==> src/rtl/mul_div_pkg.sv <==
// Shared definitions for the shift-add multiplier and the non-restoring divider:
// default operand width and the sequencing FSM state encoding.
package mul_div_pkg;

    // Default operand width shared by multiplier, divider and their checkers.
    localparam int MUL_WIDTH = 4;

    // Sequencing states of the multiplier.
    typedef enum logic [1:0] {
        IDLE = 2'd0,
        MUL  = 2'd1,
        ADD  = 2'd2,
        DONE = 2'd3
    } mul_state_e;

endpackage

==> src/rtl/addsub_wp1.sv <==
// Ripple-carry add/subtract built from full-adder cells.
// m = 0: s = a + b ; m = 1: s = a - b (two's complement, carry-in = 1).
import mul_div_pkg::*;

module addsub_wp1 #(
    parameter int W = MUL_WIDTH + 1
) (
    input  logic [W-1:0] a,
    input  logic [W-1:0] b,
    input  logic         m,
    output logic [W-1:0] s,
    output logic         cout
);

    logic [W:0]   carry_s;
    logic [W-1:0] b_eff_s;

    assign b_eff_s    = b ^ {W{m}};
    assign carry_s[0] = m;

    generate
        for (genvar i = 0; i < W; i++) begin : g_fa
            assign s[i]           = a[i] ^ b_eff_s[i] ^ carry_s[i];
            assign carry_s[i + 1] = (a[i] & b_eff_s[i]) | (carry_s[i] & (a[i] ^ b_eff_s[i]));
        end
    endgenerate

    assign cout = carry_s[W];

endmodule

==> src/rtl/shift_add_multiplier.sv <==
// Sequential radix-2 shift-add multiplier, P = A*B (+ C).
// One multiplier bit per clock through a single (WIDTH+1)-bit ripple adder.
// Optional feature macro: MUL_ADDEND_EN adds the final addend cycle (P = A*B + C).
import mul_div_pkg::*;

module shift_add_multiplier #(
    parameter int WIDTH = MUL_WIDTH
) (
    input  logic                 clk,
    input  logic                 rst_n,
    input  logic                 start,
    input  logic [WIDTH-1:0]     A,
    input  logic [WIDTH-1:0]     B,
    input  logic [WIDTH-1:0]     C,
    output logic [2*WIDTH-1:0]   P,
    output logic                 busy,
    output logic                 done
);

    localparam int CNT_W = $clog2(WIDTH + 1);

    logic [1:0]           rst_sync_r;
    logic                 rst_int_n_s;

    mul_state_e           state_r;
    mul_state_e           state_nxt_s;

    logic [WIDTH-1:0]     mcand_r;
    logic [WIDTH:0]       hi_r;
    logic [WIDTH-1:0]     lo_r;
    logic [CNT_W-1:0]     cnt_r;
    logic [2*WIDTH-1:0]   p_r;
    logic                 busy_r;
    logic                 done_r;

    logic [WIDTH:0]       add_a_s;
    logic [WIDTH:0]       add_b_s;
    logic [WIDTH:0]       add_sum_s;
    logic                 add_cout_s;
    logic [WIDTH:0]       step_sum_s;
    logic [WIDTH:0]       step_hi_s;
    logic [WIDTH-1:0]     step_lo_s;
    logic                 last_step_s;
    logic                 unused_s;

`ifdef MUL_ADDEND_EN
    logic [WIDTH-1:0]     addend_r;
    logic [2*WIDTH-1:0]   acc_sum_s;
`endif

    // Reset synchronizer: assert asynchronously, release on a clock edge.
    always_ff @(posedge clk or negedge rst_n) begin
        if (!rst_n) begin
            rst_sync_r <= 2'b00;
        end else begin
            rst_sync_r <= {rst_sync_r[0], 1'b1};
        end
    end

    assign rst_int_n_s = rst_sync_r[1];

    // Partial-product adder; the carry lands in sum[WIDTH] and hence in hi's MSB before the shift.
    assign add_a_s = {1'b0, hi_r[WIDTH-1:0]};
    assign add_b_s = {1'b0, mcand_r};

    addsub_wp1 #(
        .W (WIDTH + 1)
    ) u_addsub (
        .a    (add_a_s),
        .b    (add_b_s),
        .m    (1'b0),
        .s    (add_sum_s),
        .cout (add_cout_s)
    );

    // One step: conditionally add, then shift {carry, sum, lo} right by one.
    assign step_sum_s  = lo_r[0] ? add_sum_s : add_a_s;
    assign step_hi_s   = {1'b0, step_sum_s[WIDTH:1]};
    assign step_lo_s   = {step_sum_s[0], lo_r[WIDTH-1:1]};
    assign last_step_s = (cnt_r == CNT_W'(WIDTH - 1));

`ifdef MUL_ADDEND_EN
    // Final addend cannot overflow: (2^W-1)^2 + (2^W-1) < 2^(2W).
    assign acc_sum_s = {hi_r[WIDTH-1:0], lo_r} + {{WIDTH{1'b0}}, addend_r};
    assign unused_s  = ^{add_cout_s, hi_r[WIDTH]};
`else
    assign unused_s  = ^{add_cout_s, hi_r[WIDTH], C};
`endif

    // FSM state register.
    always_ff @(posedge clk or negedge rst_int_n_s) begin
        if (!rst_int_n_s) begin
            state_r <= IDLE;
        end else begin
            state_r <= state_nxt_s;
        end
    end

    // Next-state logic; start is honoured only in IDLE and DONE.
    always_comb begin
        state_nxt_s = state_r;
        case (state_r)
            IDLE: begin
                if (start) begin
                    state_nxt_s = MUL;
                end else begin
                    state_nxt_s = IDLE;
                end
            end
            MUL: begin
                if (last_step_s) begin
`ifdef MUL_ADDEND_EN
                    state_nxt_s = ADD;
`else
                    state_nxt_s = DONE;
`endif
                end else begin
                    state_nxt_s = MUL;
                end
            end
            ADD: begin
`ifdef MUL_ADDEND_EN
                state_nxt_s = DONE;
`else
                state_nxt_s = IDLE;
`endif
            end
            DONE: begin
                if (start) begin
                    state_nxt_s = MUL;
                end else begin
                    state_nxt_s = IDLE;
                end
            end
            default: begin
                state_nxt_s = IDLE;
            end
        endcase
    end

    // Datapath: operand load, shift-add steps, addend cycle and result capture.
    always_ff @(posedge clk or negedge rst_int_n_s) begin
        if (!rst_int_n_s) begin
            mcand_r  <= {WIDTH{1'b0}};
            hi_r     <= {(WIDTH + 1){1'b0}};
            lo_r     <= {WIDTH{1'b0}};
            cnt_r    <= {CNT_W{1'b0}};
            p_r      <= {(2 * WIDTH){1'b0}};
`ifdef MUL_ADDEND_EN
            addend_r <= {WIDTH{1'b0}};
`endif
        end else begin
            case (state_r)
                IDLE, DONE: begin
                    if (start) begin
                        mcand_r  <= A;
                        lo_r     <= B;
                        hi_r     <= {(WIDTH + 1){1'b0}};
                        cnt_r    <= {CNT_W{1'b0}};
`ifdef MUL_ADDEND_EN
                        addend_r <= C;
`endif
                    end
                end
                MUL: begin
                    hi_r  <= step_hi_s;
                    lo_r  <= step_lo_s;
                    cnt_r <= cnt_r + CNT_W'(1);
`ifndef MUL_ADDEND_EN
                    if (last_step_s) begin
                        p_r <= {step_hi_s[WIDTH-1:0], step_lo_s};
                    end
`endif
                end
`ifdef MUL_ADDEND_EN
                ADD: begin
                    hi_r[WIDTH-1:0] <= acc_sum_s[2*WIDTH-1:WIDTH];
                    lo_r            <= acc_sum_s[WIDTH-1:0];
                    p_r             <= acc_sum_s;
                end
`endif
                default: begin
                end
            endcase
        end
    end

    // Registered handshake outputs derived from the state being entered.
    always_ff @(posedge clk or negedge rst_int_n_s) begin
        if (!rst_int_n_s) begin
            busy_r <= 1'b0;
            done_r <= 1'b0;
        end else begin
            busy_r <= (state_nxt_s == MUL) || (state_nxt_s == ADD);
            done_r <= (state_nxt_s == DONE);
        end
    end

    assign P    = p_r;
    assign busy = busy_r;
    assign done = done_r;

endmodule
==> config.mk <==
export PLATFORM = sky130hd
export DESIGN_NAME = shift_add_multiplier
export DESIGN_NICKNAME = d
export VERILOG_FILES = /design/src/rtl/mul_div_pkg.sv /design/src/rtl/addsub_wp1.sv /design/src/rtl/shift_add_multiplier.sv
export SDC_FILE = /design/constraint.sdc
export NUM_CORES = 1
export LEC_CHECK = 0
export CAP_MARGIN = 40
export CORE_ASPECT_RATIO = 0.8
export CORE_MARGIN = 1
export CORE_UTILIZATION = 40
export DETAILED_ROUTE_END_ITERATION = 12
export SYNTH_ARGS = -nofsm -noshare
export SYNTH_HDL_FRONTEND = slang
export SYNTH_HIERARCHICAL = 1
export SYNTH_SLANG_ARGS = --single-unit
export TNS_END_PERCENT = 20
==> constraint.sdc <==
create_clock -name clk -period 1.37 [get_ports clk]
set_clock_uncertainty 0.1 [all_clocks]
set_input_delay 0.274 -clock clk [delete_from_list [all_inputs] [get_ports clk]]
set_output_delay 0.274 -clock clk [all_outputs]
set_load 0.005 [all_outputs]
==> qor.csv <==
metric,value,unit
status,finished with violations,
failing checks,setup timing,
Fmax,436,MHz
Sinks on Clock Net,28,
"CTS clk-pin slew, worst paths",0.09,ns
#FFs+latches synth,28,
vias in the first global route,882,
fin cells,191,
GPL Wtd Cong,0.761,
met1 wire length,1070,um
CTS tree,built,
post-synthesis sequential area ratio,51.8,%
Hold WS,0.0617,ns
area grow syn2layout,31.4,%
first-pass GRT wire length,3910,um
Synth warnings,6,
post-CTS setup buffer count,0,
io pins,25,
maximum vdd drop,0.974,mV
Max Transition Viols Final,0,
first-pass detailed-route iteration total,3,
Die Span Y,54.0,um
Initial Util,42.9,%
crit path kind,flip-flop to flip-flop,
WL met2,1010,um
"Clk Latency, worst-skew pair",0.26,ns
worst path required time,1.43,ns
critical path capture point type,flip-flop,
"most common cell after layout, fill and taps aside",dfrtp_1,
period utilisation layout,167,%
Area contributors post-synth,"dfrtp_1 52%, mux2_2 6.7%, fa_1 5.9%",
mean area per synthesized cell,11.8,sq um
Pwr per Cell Area,2270,nW/um^2
Vias,851,
drc violations,0,
met3 WL post-DR,86,um
Post-CTS Hold Buffers,0,
Final Hold Viols,0,
number of buffers created by CTS,3,
crit start category,flip-flop,
routed len/inst,11.4,um
fin area,1780,sq um
Tightest Hold Check Type,primary input to asynchronous set/reset pin,
Root Buffer,clkbuf_8,
Total GRT Usage,14.8,%
IO Port Bufs,20,
share of the synthesized area in the top cell type,51.8,%
Setup WS pre-CTS,-0.889,ns
most frequent cells in the layout,"28 x dfrtp_1, 16 x buf_4, 15 x nand2_1",
CTS H-tree lvls,1,
vias per cell,4.46,
Core Box Area,3150,sq um
DRT iter0 DRCs,9,
row count,18,
unrepaired setup endpoints after global routing,yes,
Leak,0.853,nW
final critical-path required period,2.29,ns
full die area,3620,sq um
Max Cap Viol,0,
worst-case clock buffer depth,2,
layout cells sized above 1,29.8,%
cell taking the most area after synthesis,dfrtp_1,
dpl hpwl,1700,um
placed insts,188,
die width,67.0,um
Final Util,56.3,%
Critical Path AT,2.35,ns
Post-Synthesis Cell Area,1350,sq um
Mapped Cells,115,
drt total wl,2180,um
initial antenna violation count,0,
nets@finish,177,
top sig layer,met4,
Setup Viol. Count Final,19,
worst-path maximum fanout,2,
Inserted Diodes,0,
Placed Area,1690,sq um
post-route ant nets,0,
total global routing overflow,0,
Yosys cell types,20,
largest net degree at the start of global routing,27,
final worst slack,-0.924,ns
[cells by family (layout without fill, tap and decap cells)]
group           Yosys count  after routing  share of synthesized area [%]
flops                    28             28                           51.8
simple gates             21             21                           6.20
compound gates           18             18                           7.40
mux                      17             17                           14.2
buf+inv                  15             49                           6.01
fa+ha+maj                 9              9                           10.5
xor+xnor                  5              5                           3.24
other cells               2              4                          0.555
[critical path, cell delays in order, from the launching register on]
cell and delay, ns:
dfrtp_1 0.40, mux2_4 0.31, fa_2 0.34, inv_2 0.06
fa_2 0.18, fa_2 0.19, inv_2 0.04, fa_1 0.44
nand2_2 0.08, o21ai_1 0.06
[timing repair]
action,4_1_cts,5_1_grt
pin swaps,1,3
setup endpoints to repair,35,23
gates resized for setup,26,12
[synthesized netlist by cell type]
cell / count
a21o_1: 1
fa_1: 4
inv_1: 10
buf_2: 2
nand2_1: 18
o21ai_1: 3
mux2_2: 8
conb_1: 2
ha_1: 5
o21ai_0: 13
xnor2_1: 2
buf_6: 3
nand2b_1: 1
a211oi_2: 1
mux2i_1: 8
and2_1: 1
nor2_1: 1
xor2_1: 3
dfrtp_1: 28
mux2i_4: 1
[routing by layer]
layer	global-route usage, %	vias to the layer above
li1	-	437
met1	19.8	398
met2	24.0	14
met3	4.45	2
met4	3.19	0
met5	0	-
[through the flow]
step / TNS, ns / power [mW]
finish: -6.45 / 4.04
global route: -7.97 / 4.39
detailed placement: -8.12 / 3.51
CTS: -6.63 / 4.03
floorplan: -5.82 / 2.72
global placement: -7.82 / 3.45
[final cells by class]
| type | instances | area (sq um) |
|---|---|---|
| fillers | 286 | 1380 |
| flip-flops and latches | 28 | 701 |
| multi-input cells | 74 | 637 |
| repair buffers | 36 | 310 |
| well taps | 40 | 50.0 |
| clock buffers | 3 | 41.3 |
| inverters | 10 | 37.5 |
[final timing paths]
path                                from       endpoint  slack (ns)  depth (start not counted)
hold / removal                     rst_n  rst_sync_r[1]        0.06                          1
setup / recovery              mcand_r[0]           P[7]       -0.92                          9
max in group asynchronous  rst_sync_r[1]           done        0.80                          1
min in group clk           rst_sync_r[0]  rst_sync_r[1]        0.27                          0
hold reg to reg            rst_sync_r[1]        hi_r[2]        0.13                          1
setup reg to reg              mcand_r[0]           P[7]       -0.92                          9
[flip-flops by register name, summed over array words and instances, names as in the netlist]
name	cells
P	8
busy	1
cnt_r	3
done	1
hi_r	4
lo_r	4
mcand_r	4
rst_sync_r	2
state_r	1
[power breakdown]
part | leakage (nW) | total, mW | switching, mW | internal (mW)
clock | 0.0216 | 0.421 | 0.224 | 0.197
combinational | 0.485 | 2.22 | 1.02 | 1.20
sequential | 0.346 | 1.39 | 0.209 | 1.18
No activity file was read; power rests on OpenSTA's default activity.
